File: src/rtl/ft600_emu_pkg.sv
// Shared types and constants for the FT600 245-synchronous-FIFO device emulator.
package ft600_emu_pkg;

  localparam int FT600_DATA_W = 16;
  localparam int FT600_BE_W   = 2;

  typedef enum logic [1:0] {
    ST_IDLE = 2'd0,
    ST_RX   = 2'd1,
    ST_TX   = 2'd2,
    ST_GAP  = 2'd3
  } emu_state_e;

  typedef struct packed {
    logic [FT600_BE_W-1:0]   be;
    logic [FT600_DATA_W-1:0] data;
  } ft600_word_t;

endpackage

File: src/rtl/ft600_bus_emulator_if.sv
// FT600 parallel bus with the tri-state data/be split into master-driven (_i)
// and emulator-driven (_o/_oe) halves; a board wrapper forms the inout.
interface ft600_bus_emulator_if #(
  parameter int DATA_W = 16,
  parameter int BE_W   = 2
);
  logic              ftdi_rxf_n;
  logic              ftdi_txe_n;
  logic              ftdi_oe_n;
  logic              ftdi_rd_n;
  logic              ftdi_wr_n;
  logic [DATA_W-1:0] ftdi_data_i;
  logic [BE_W-1:0]   ftdi_be_i;
  logic [DATA_W-1:0] ftdi_data_o;
  logic [BE_W-1:0]   ftdi_be_o;
  logic              ftdi_data_oe;

  modport master (
    input  ftdi_rxf_n, ftdi_txe_n, ftdi_data_o, ftdi_be_o, ftdi_data_oe,
    output ftdi_oe_n, ftdi_rd_n, ftdi_wr_n, ftdi_data_i, ftdi_be_i
  );

  modport slave (
    output ftdi_rxf_n, ftdi_txe_n, ftdi_data_o, ftdi_be_o, ftdi_data_oe,
    input  ftdi_oe_n, ftdi_rd_n, ftdi_wr_n, ftdi_data_i, ftdi_be_i
  );
endinterface

File: src/rtl/ft600_emu_fifo.sv
// Synchronous first-word-fall-through FIFO with occupancy output.
// Pushes while full and pops while empty are ignored.
module ft600_emu_fifo #(
  parameter int W     = 18,
  parameter int DEPTH = 64
) (
  input  logic                       clk,
  input  logic                       rst,
  input  logic                       wr_en,
  input  logic [W-1:0]               wdata,
  output logic                       full,
  input  logic                       rd_en,
  output logic [W-1:0]               rdata,
  output logic                       empty,
  output logic [$clog2(DEPTH):0]     level
);
  localparam int AW = $clog2(DEPTH);

  logic [W-1:0]  mem [DEPTH];
  logic [AW-1:0] wr_ptr_q, wr_ptr_d;
  logic [AW-1:0] rd_ptr_q, rd_ptr_d;
  logic [AW:0]   level_q, level_d;
  logic          push, pop;

  assign full  = (level_q == (AW+1)'(DEPTH));
  assign empty = (level_q == '0);
  assign rdata = mem[rd_ptr_q];
  assign level = level_q;

  always_comb begin
    push     = wr_en && !full;
    pop      = rd_en && !empty;
    wr_ptr_d = wr_ptr_q;
    rd_ptr_d = rd_ptr_q;
    level_d  = level_q;
    if (push) wr_ptr_d = wr_ptr_q + AW'(1);
    if (pop)  rd_ptr_d = rd_ptr_q + AW'(1);
    if (push && !pop)      level_d = level_q + (AW+1)'(1);
    else if (pop && !push) level_d = level_q - (AW+1)'(1);
  end

  always_ff @(posedge clk) begin
    if (rst) begin
      wr_ptr_q <= '0;
      rd_ptr_q <= '0;
      level_q  <= '0;
    end else begin
      wr_ptr_q <= wr_ptr_d;
      rd_ptr_q <= rd_ptr_d;
      level_q  <= level_d;
    end
  end

  // Storage needs no reset: the pointers define which entries are live.
  always_ff @(posedge clk) begin
    if (push) mem[wr_ptr_q] <= wdata;
  end

endmodule

File: src/rtl/ft600_bus_emulator.sv
// Device-side FT600 bus model: arbitrates RX (to master) and TX (from master)
// sessions, frames each with registered flags and separates them by a gap.
module ft600_bus_emulator
  import ft600_emu_pkg::*;
#(
  parameter int DATA_W     = FT600_DATA_W,
  parameter int BE_W       = FT600_BE_W,
  parameter int RX_DEPTH   = 64,
  parameter int TX_DEPTH   = 64,
  parameter int MAX_BURST  = 32,
  parameter int TURN_GAP   = 2,
  parameter int TX_TIMEOUT = 16
) (
  input  logic                         clk,
  input  logic                         rst,
  ft600_bus_emulator_if.slave          bus,
  input  logic [BE_W+DATA_W-1:0]       host_rx_wdata,
  input  logic                         host_rx_wvalid,
  output logic                         host_rx_wready,
  output logic [BE_W+DATA_W-1:0]       host_tx_rdata,
  output logic                         host_tx_rvalid,
  input  logic                         host_tx_rready,
  output logic [$clog2(RX_DEPTH):0]    rx_level,
  output logic [$clog2(TX_DEPTH):0]    tx_level,
  output logic                         protocol_error,
  output emu_state_e                   dbg_state
);
  localparam int WW      = BE_W + DATA_W;
  localparam int RXL_W   = $clog2(RX_DEPTH) + 1;
  localparam int TXL_W   = $clog2(TX_DEPTH) + 1;
  localparam int BURST_W = $clog2(MAX_BURST + 1);
  localparam int GAP_W   = $clog2(TURN_GAP + 1);
  localparam int TMO_W   = $clog2(TX_TIMEOUT + 1);

  emu_state_e         state_q, state_d;
  logic               prefer_rx_q, prefer_rx_d;
  logic [BURST_W-1:0] burst_q, burst_d;
  logic [GAP_W-1:0]   gap_q, gap_d;
  logic [TMO_W-1:0]   tmo_q, tmo_d;
  logic               wrote_q, wrote_d;
  logic               rxf_n_q, rxf_n_d;
  logic               txe_n_q, txe_n_d;
  logic               data_oe_q, data_oe_d;
  logic               err_q, err_d;
  logic               end_session;

  logic [WW-1:0] rx_head;
  logic          rx_full, rx_empty, tx_full, tx_empty;
  logic          rx_push, rx_pop, tx_push, tx_pop;
  logic          rx_drained, tx_filled, burst_hit;

  // Host ports use valid/ready: a word moves on a clock edge where both are
  // high; valid while not ready is simply not a transfer (no stall or error).
  ft600_emu_fifo #(.W(WW), .DEPTH(RX_DEPTH)) u_rx_fifo (
    .clk   (clk),
    .rst   (rst),
    .wr_en (host_rx_wvalid),
    .wdata (host_rx_wdata),
    .full  (rx_full),
    .rd_en (rx_pop),
    .rdata (rx_head),
    .empty (rx_empty),
    .level (rx_level)
  );

  ft600_emu_fifo #(.W(WW), .DEPTH(TX_DEPTH)) u_tx_fifo (
    .clk   (clk),
    .rst   (rst),
    .wr_en (tx_push),
    .wdata ({bus.ftdi_be_i, bus.ftdi_data_i}),
    .full  (tx_full),
    .rd_en (host_tx_rready),
    .rdata (host_tx_rdata),
    .empty (tx_empty),
    .level (tx_level)
  );

  always_comb begin
    rx_push    = host_rx_wvalid && !rx_full;
    rx_pop     = (state_q == ST_RX) && !bus.ftdi_oe_n && !bus.ftdi_rd_n && !rx_empty;
    tx_push    = (state_q == ST_TX) && !bus.ftdi_wr_n && !tx_full;
    tx_pop     = host_tx_rready && !tx_empty;
    // Look-ahead on the post-edge occupancy so host traffic in the same
    // cycle can keep a session alive.
    rx_drained = rx_pop && !rx_push && (rx_level == RXL_W'(1));
    tx_filled  = tx_push && !tx_pop && (tx_level == TXL_W'(TX_DEPTH - 1));
    burst_hit  = (burst_q == BURST_W'(MAX_BURST - 1));
  end

  always_comb begin
    state_d     = state_q;
    prefer_rx_d = prefer_rx_q;
    burst_d     = burst_q;
    gap_d       = gap_q;
    tmo_d       = tmo_q;
    wrote_d     = wrote_q;
    end_session = 1'b0;
    case (state_q)
      ST_IDLE: begin
        burst_d = '0;
        gap_d   = '0;
        tmo_d   = '0;
        wrote_d = 1'b0;
        if (!rx_empty && (prefer_rx_q || tx_full))       state_d = ST_RX;
        else if (!tx_full && (!prefer_rx_q || rx_empty)) state_d = ST_TX;
      end
      ST_RX: begin
        if (rx_pop) begin
          burst_d = burst_q + BURST_W'(1);
          if (rx_drained || burst_hit) end_session = 1'b1;
        end
      end
      ST_TX: begin
        if (tx_push) begin
          burst_d = burst_q + BURST_W'(1);
          wrote_d = 1'b1;
          if (tx_filled || burst_hit) end_session = 1'b1;
        end else if (wrote_q) begin
          if (bus.ftdi_wr_n) end_session = 1'b1;
        end else if (tmo_q == TMO_W'(TX_TIMEOUT - 1)) begin
          end_session = 1'b1;
        end else begin
          tmo_d = tmo_q + TMO_W'(1);
        end
      end
      ST_GAP: begin
        if (gap_q == GAP_W'(TURN_GAP - 1)) state_d = ST_IDLE;
        else                               gap_d   = gap_q + GAP_W'(1);
      end
      default: state_d = ST_IDLE;
    endcase
    if (end_session) begin
      state_d     = ST_GAP;
      prefer_rx_d = !prefer_rx_q;
      gap_d       = '0;
    end
  end

  // Flags follow the next state so they are valid exactly while the session is.
  always_comb begin
    rxf_n_d   = (state_d != ST_RX);
    txe_n_d   = (state_d != ST_TX);
    data_oe_d = !bus.ftdi_oe_n;
    err_d     = err_q
              | (!bus.ftdi_rd_n && bus.ftdi_oe_n)
              | (!bus.ftdi_rd_n && rxf_n_q)
              | (!bus.ftdi_wr_n && txe_n_q)
              | (!bus.ftdi_oe_n && (state_q == ST_TX));
  end

  always_ff @(posedge clk) begin
    if (rst) begin
      state_q     <= ST_IDLE;
      prefer_rx_q <= 1'b1;
      burst_q     <= '0;
      gap_q       <= '0;
      tmo_q       <= '0;
      wrote_q     <= 1'b0;
      rxf_n_q     <= 1'b1;
      txe_n_q     <= 1'b1;
      data_oe_q   <= 1'b0;
      err_q       <= 1'b0;
    end else begin
      state_q     <= state_d;
      prefer_rx_q <= prefer_rx_d;
      burst_q     <= burst_d;
      gap_q       <= gap_d;
      tmo_q       <= tmo_d;
      wrote_q     <= wrote_d;
      rxf_n_q     <= rxf_n_d;
      txe_n_q     <= txe_n_d;
      data_oe_q   <= data_oe_d;
      err_q       <= err_d;
    end
  end

  assign bus.ftdi_rxf_n   = rxf_n_q;
  assign bus.ftdi_txe_n   = txe_n_q;
  assign bus.ftdi_data_oe = data_oe_q;
  assign bus.ftdi_data_o  = rx_head[DATA_W-1:0];
  assign bus.ftdi_be_o    = rx_head[WW-1:DATA_W];
  assign host_rx_wready   = !rx_full;
  assign host_tx_rvalid   = !tx_empty;
  assign protocol_error   = err_q;
  assign dbg_state        = state_q;

endmodule

File: src/flat_wrapper.sv
// flat-port wrapper written by rule: the top's interface ports become plain ports
module ft600_bus_emulator_flat import ft600_emu_pkg::*;
#(
  parameter int DATA_W     = FT600_DATA_W,
  parameter int BE_W       = FT600_BE_W,
  parameter int RX_DEPTH   = 64,
  parameter int TX_DEPTH   = 64,
  parameter int MAX_BURST  = 32,
  parameter int TURN_GAP   = 2,
  parameter int TX_TIMEOUT = 16
)
  (clk, rst, host_rx_wdata, host_rx_wvalid, host_rx_wready, host_tx_rdata, host_tx_rvalid, host_tx_rready, rx_level, tx_level, protocol_error, dbg_state, bus_ftdi_rxf_n, bus_ftdi_txe_n, bus_ftdi_data_o, bus_ftdi_be_o, bus_ftdi_data_oe, bus_ftdi_oe_n, bus_ftdi_rd_n, bus_ftdi_wr_n, bus_ftdi_data_i, bus_ftdi_be_i);
  ft600_bus_emulator_if #(.DATA_W(DATA_W), .BE_W(BE_W)) bus_i ();
  input  logic clk;
  input  logic rst;
  input  logic [BE_W+DATA_W-1:0] host_rx_wdata;
  input  logic host_rx_wvalid;
  output logic host_rx_wready;
  output logic [BE_W+DATA_W-1:0] host_tx_rdata;
  output logic host_tx_rvalid;
  input  logic host_tx_rready;
  output logic [$clog2(RX_DEPTH):0] rx_level;
  output logic [$clog2(TX_DEPTH):0] tx_level;
  output logic protocol_error;
  output emu_state_e dbg_state;
  output wire logic [$bits(bus_i.ftdi_rxf_n)-1:0] bus_ftdi_rxf_n;
  output wire logic [$bits(bus_i.ftdi_txe_n)-1:0] bus_ftdi_txe_n;
  output wire logic [$bits(bus_i.ftdi_data_o)-1:0] bus_ftdi_data_o;
  output wire logic [$bits(bus_i.ftdi_be_o)-1:0] bus_ftdi_be_o;
  output wire logic [$bits(bus_i.ftdi_data_oe)-1:0] bus_ftdi_data_oe;
  input wire logic [$bits(bus_i.ftdi_oe_n)-1:0] bus_ftdi_oe_n;
  input wire logic [$bits(bus_i.ftdi_rd_n)-1:0] bus_ftdi_rd_n;
  input wire logic [$bits(bus_i.ftdi_wr_n)-1:0] bus_ftdi_wr_n;
  input wire logic [$bits(bus_i.ftdi_data_i)-1:0] bus_ftdi_data_i;
  input wire logic [$bits(bus_i.ftdi_be_i)-1:0] bus_ftdi_be_i;
  assign bus_ftdi_rxf_n = bus_i.ftdi_rxf_n;
  assign bus_ftdi_txe_n = bus_i.ftdi_txe_n;
  assign bus_ftdi_data_o = bus_i.ftdi_data_o;
  assign bus_ftdi_be_o = bus_i.ftdi_be_o;
  assign bus_ftdi_data_oe = bus_i.ftdi_data_oe;
  assign bus_i.ftdi_oe_n = bus_ftdi_oe_n;
  assign bus_i.ftdi_rd_n = bus_ftdi_rd_n;
  assign bus_i.ftdi_wr_n = bus_ftdi_wr_n;
  assign bus_i.ftdi_data_i = bus_ftdi_data_i;
  assign bus_i.ftdi_be_i = bus_ftdi_be_i;
  ft600_bus_emulator #(.DATA_W(DATA_W), .BE_W(BE_W), .RX_DEPTH(RX_DEPTH), .TX_DEPTH(TX_DEPTH), .MAX_BURST(MAX_BURST), .TURN_GAP(TURN_GAP), .TX_TIMEOUT(TX_TIMEOUT)) u_core (.clk(clk), .rst(rst), .bus(bus_i), .host_rx_wdata(host_rx_wdata), .host_rx_wvalid(host_rx_wvalid), .host_rx_wready(host_rx_wready), .host_tx_rdata(host_tx_rdata), .host_tx_rvalid(host_tx_rvalid), .host_tx_rready(host_tx_rready), .rx_level(rx_level), .tx_level(tx_level), .protocol_error(protocol_error), .dbg_state(dbg_state));
endmodule
File: config.mk
export PLATFORM = sky130hd
export DESIGN_NAME = ft600_bus_emulator_flat
export DESIGN_NICKNAME = d
export VERILOG_FILES = /design/src/rtl/ft600_emu_pkg.sv /design/src/rtl/ft600_bus_emulator_if.sv /design/src/rtl/ft600_emu_fifo.sv /design/src/rtl/ft600_bus_emulator.sv /design/src/flat_wrapper.sv
export SDC_FILE = /design/constraint.sdc
export NUM_CORES = 2
export LEC_CHECK = 0
export BUFFER_PORTS_ARGS = -buffer_cell sky130_fd_sc_hd__clkbuf_2
export CORE_ASPECT_RATIO = 1.1
export CORE_MARGIN = 5
export CORE_UTILIZATION = 45
export CTS_BUF_LIST = sky130_fd_sc_hd__clkbuf_16
export DETAILED_ROUTE_END_ITERATION = 12
export GPL_TIMING_DRIVEN = 0
export PLACE_DENSITY_LB_ADDON = 0.12
export SKIP_LAST_GASP = 1
export SYNTH_ARGS = -nofsm -noshare
export SYNTH_HDL_FRONTEND = slang
export SYNTH_SLANG_ARGS = --single-unit
File: constraint.sdc
create_clock -name clk -period 3.2 [get_ports clk]
set_input_delay 0.48 -clock clk [delete_from_list [all_inputs] [get_ports clk]]
set_output_delay 0.48 -clock clk [all_outputs]
set_load 0.1 [all_outputs]
# Word-level counts from Yosys, hierarchy flattened
# Memories as Yosys holds them, arrays and structs flattened. A register that Yosys moved wholly into a read port is not among the register bits.
# Index checks and enable logic that the tools add are counted.
[totals]
in_bits = 43
ff_bits = 59
mem_bits_rw = 2304
word_cells = 139
mem_count = 2
[classes]
eq_ne = 18
bitwise = 4
reduce_logical = 52
add_sub_neg = 11
mux = 36
[mem_list]
columns = ["memory", "words", "word_bits", "read_ports", "rd_ports_with_merged_regs", "wr", "line", "rtl"]
rows = [
  ["u_core.u_rx_fifo.mem", 64, 18, 1, 1, 1, "ft600_emu_fifo.sv:19", "logic [W-1:0] mem [DEPTH];"],
  ["u_core.u_tx_fifo.mem", 64, 18, 1, 1, 1, "ft600_emu_fifo.sv:19", ""],
]
[op_table]
columns = ["cell", "n"]
rows = [
  ["6-bit two-way mux", 6],
  ["6-bit by 1-bit adder with 6-bit output (second input constant)", 5],
  ["7-bit two-way mux", 4],
  ["1-bit logical AND", 23],
  ["6-bit case mux with 3 select lines", 1],
  ["5-bit two-way mux", 3],
  ["7-bit by 1-bit adder with 7-bit output (second input constant)", 2],
  ["7-bit == test (second input constant)", 2],
  ["7-bit zero test", 2],
  ["2-bit != test (second input constant)", 7],
  ["7-bit by 1-bit subtractor with 7-bit output (second input constant)", 2],
  ["1-bit zero test", 12],
  ["1-bit two-way mux", 12],
  ["2-bit two-way mux", 5],
  ["5-bit case mux with 2 select lines", 1],
  ["2-bit case mux with 2 select lines", 2],
  ["2-bit nonzero test", 4],
  ["7-bit by 1-bit == test with 1-bit output (second input constant)", 1],
  ["7-bit by 6-bit == test with 1-bit output (second input constant)", 1],
  ["6-bit by 5-bit == test with 1-bit output (second input constant)", 1],
  ["5-bit by 1-bit adder with 5-bit output (second input constant)", 1],
  ["5-bit by 4-bit == test with 1-bit output (second input constant)", 1],
  ["2-bit by 1-bit == test with 1-bit output (second input constant)", 2],
  ["2-bit == test (second input constant)", 2],
  ["11 further kinds", 19],
]

# Logic depth before layout (Yosys ltp)
[logic_depth]
ltp_word = 12
ltp_mapped = 14
mapped_depth_nobuf = 13

# Cells and area by module
# From an unflattened synthesis, not the netlist that was laid out.
[hier_totals]
hier_cells = 4353
area_unflattened_um2 = 92120.9
[modules_own_cells]
columns = ["module", "instances", "area_per_inst_um2", "seq_area_each_um2", "cells_per_inst"]
rows = [
  ["ft600_emu_fifo at u_core.u_rx_fifo", 1, 45529.9, 35093.7, 2159],
  ["ft600_emu_fifo at u_core.u_tx_fifo", 1, 45409.8, 35093.7, 2050],
  ["ft600_bus_emulator", 1, 1181.1, 420.4, 144],
]

# Worst setup path after synthesis
# No wires, ideal clock.
[synth_path]
kind = "flip-flop to output port"
start = "register with a tool-made name"
end = "output port bus_ftdi_data_o[2]"
slack_ns = -1.189
path_buffers = 4
arrival_ns = 3.909
stages_incl_launch_ff = 10
path_cell_list = "dfxtp_1 > buf_4 > buf_6 > buf_4 > buf_2 > nor2_2 > nand3_1 > o211ai_1 > a221o_1 > o31ai_1"
[synth_lines]
columns = ["element", "line", "rtl"]
rows = [
  ["to (decl)", "flat_wrapper.sv:28", "output wire logic [$bits(bus_i.ftdi_data_o)-1:0] bus_ftdi_data_o;"],
]

==> impl_metrics.json <==
{
  "status": "finished, violations left",
  "failed_checks": "setup timing",
  "grt_pass1_vias": 47800,
  "dr_total_vias": 47700,
  "internal_power_mw": 55.1,
  "startpoint_type": "flop",
  "period_minus_slack_ns": 4.11,
  "synth_area_leaders": "edfxtp_1 (75%), mux4_2 (14%), mux2i_1 (1.6%)",
  "fin_hold_ws_ns": 0.0261,
  "synthToLayoutAreaGrowth_pct": 24.3,
  "die_area_sq_um": 213000,
  "wire_per_inst_um": 34.7,
  "cts-root-buf": "clkbuf_16",
  "worst_ep_required_time_ns": 2.72,
  "power.total_mw": 75.0,
  "clock_path_buffers": 3,
  "fin_crit_sh_pct": 128,
  "yosysWarnings": 0,
  "grt_max_degree": 65,
  "final_core_util_pct": 56.4,
  "synth_top_area_share_pct": 75.4,
  "die_h_um": 484,
  "cts.clk_slew.worst_paths_ns": 0.06,
  "synth_edf_count": 2304,
  "clock_latency_ns": 0.91,
  "dieWidth_um": 441,
  "fmax_ghz": 0.243,
  "synth_area_sq_um": 91800,
  "worst_pin_slew_ns": 1.43,
  "clock_sinks": 2375,
  "grt_overflow": 0,
  "netlist_instances": 4282,
  "slew_headroom_pct": 4.77,
  "async_flop_share_pct": 0,
  "final_max_slew_viol_count": 0,
  "setup_viol": 36,
  "power_density_nw_per_um2": 658,
  "cp-end-kind": "output pin",
  "arrival_ns": 3.63,
  "tritoncts": "yes",
  "grt.met2_usage_pct": 42.2,
  "hpwl_um": 174000,
  "final_nets": 5031,
  "layout_common_cells": "edfxtp_1 (2304), mux4_2 (567), clkbuf_16 (277), buf_4 (155), buf_12 (133)",
  "layout_commonest_cell": "edfxtp_1",
  "p_comb_share_pct": 18.2,
  "busiest_layer": "met2",
  "io_buffers": 99,
  "synth_top_area_cell": "edfxtp_1",
  "place_congestion": 0.918,
  "avgSynthCellArea_sq_um": 21.4,
  "firstDrtPassIters": 5,
  "drc_errors": 0,
  "finalHoldViolCount": 0,
  "antenna_found_initial": 4,
  "cp_max_fo": 10,
  "start_util_pct": 45.4,
  "fin_cells": 7869,
  "drt-total-wl_um": 273000,
  "p_clk_share_pct": 35.7,
  "setup_ws_ns": -0.911,
  "globalRouteMet1Util_pct": 32.7,
  "p_switching_mw": 19.9,
  "synth.distinct_cells": 75,
  "htreeDepth": 4,
  "grt_setup_unrepaired": "true",
  "antenna_left": 0,
  "postPlaceCellArea_sq_um": 98500,
  "drtIter0Drc": 5140,
  "core_area_sq_um": 202000,
  "vias_per_cell": 6.06,
  "min_path_type": "in2reg",
  "grt_use_met3_pct": 4.06,
  "worst-setup-path-type": "reg2out",
  "ios": 101,
  "postSynthNetCount": 4348,
  "skew_ns": 0.0799,
  "numCtsBuffers": 233,
  "yosys_register_bits": 2375,
  "dp.cells": 7194,
  "rows": 173,
  "pwr-share-seq_pct": 46.1,
  "grt_pass1_wl_um": 375000,
  "synth-main-ff-cell": "edfxtp_1",
  "grtUsageTotal_pct": 25.2,
  "drive_gt1_share_pct": 38.7,
  "cap_violations": 0,
  "switching_share_pct": 26.5,
  "final_cell_area_sq_um": 114000,
  "vdd_ir_drop_max_v": 0.000733,
  "leakage_nw": 35.3,
  "ys_seq_area_share_pct": 76.9
}
[repair_timing]
action                     in CTS  in global routing
gates cloned                    9                 10
gates resized for setup       970                179
pin swaps                     103                 93
hold endpoints to repair       16                 47
hold buffers                    4                  3
buffers inserted              144                 93
setup endpoints to repair    2036                447
[Yosys cell counts (all sizes together), types with 6 or more instances]
library cell and number:
nor3 19, a221oi 57, nand3 33, nand2 71
or3b 6, edfxtp 2304, nand2b 12, nand4 10
ha 22, nor4 7, a211oi 22, mux2i 145
a211o 6, mux2 22, a31oi 9, o21bai 7
clkbuf 82, or4 7, a21oi 32, mux4 567
nand3b 8, o22ai 12, and2 11, o2111ai 7
o21ai 91, a221o 7, buf 159, or2 7
a22o 6, inv 21, nor2 234, o32ai 6
xor2 21, and3 27, dfxtp 71, a22oi 47
nor2b 36, xnor2 8
[power groups by stage]
stage | combinational, mW | sequential (mW) | clock [mW]
finish | 13.7 | 34.6 | 26.8
global route | 14.2 | 34.6 | 28.6
CTS | 12.7 | 34.6 | 27.2
detailed placement | 10.2 | 35.2 | 0
global placement | 10.1 | 35.2 | 0
floorplan | 6.19 | 35.8 | 0
[worst max-delay path, cell delays in order (launching register included)]
cell       delay (ns)
dfxtp_1          0.30
buf_2            0.24
buf_4            0.34
clkbuf_8         0.31
mux4_2           0.36
mux2i_4          0.21
nand2_2          0.11
a32oi_4          0.42
o21ai_2          0.17
clkbuf_16        0.23
[per-stage QoR]
stage | TNS (ns) | setup slack (ns)
2_1_floorplan | -97.78 | -0.221
3_5_place_dp | -862.60 | -2.48
3_3_place_gp | -2621.96 | -2.53
5_1_grt | -31.37 | -0.947
6_report | -28.86 | -0.911
4_1_cts | -43.36 | -0.992
[state kept, by name, indices dropped and copies added (netlist names), 6 cells and up, named ones only]
signal                     flops
u_core.burst_q                 6
u_core.u_rx_fifo.level         7
u_core.u_rx_fifo.mem        1152
u_core.u_rx_fifo.rd_ptr_q      6
u_core.u_rx_fifo.wr_ptr_q      6
u_core.u_tx_fifo.level         7
u_core.u_tx_fifo.mem        1152
u_core.u_tx_fifo.rd_ptr_q      6
u_core.u_tx_fifo.wr_ptr_q      6
[cells by family (layout without fill, tap and decap cells)]
kind of cell	after synthesis	count (layout)	share of synthesized area [%]
simple gates	510	510	2.69
flops	2375	2375	76.9
other cells	0	1	0
xor+xnor	29	29	0.277
buf+inv	262	1136	1.33
mux	734	734	15.8
compound gates	349	349	2.69
fa+ha+maj	23	23	0.322
[final timing paths]
check,startpoint,end,slack (ns),cells after the start
setup / recovery,flop,host_tx_rdata[0],-0.91,9
hold / removal,bus_ftdi_data_i[15],u_core.u_tx_fifo.mem[3][15],0.03,1
setup reg to reg,u_core.u_tx_fifo.level[1],u_core.u_tx_fifo.level[6],0.01,12
hold reg to reg,u_core.tmo_q[1],u_core.tmo_q[1],0.49,2
[layer usage]
layer	wire length, um	vias up
met5	13	-
met4	14900	2
met3	18000	511
met2	137000	2070
met1	104000	25700
li1	-	19400
[area by class of cell]
class,instances,area [sq um]
fillers,14900,88300
flip-flops and latches,2375,70700
multi-input cells,1645,22700
repair buffers,467,6830
clock buffers,233,5830
well taps,2712,3390
plain buffers,222,2980
clock inverters,193,1610
inverters,21,92.6
diodes,1,2.50
(Power assumes the default switching activity.)
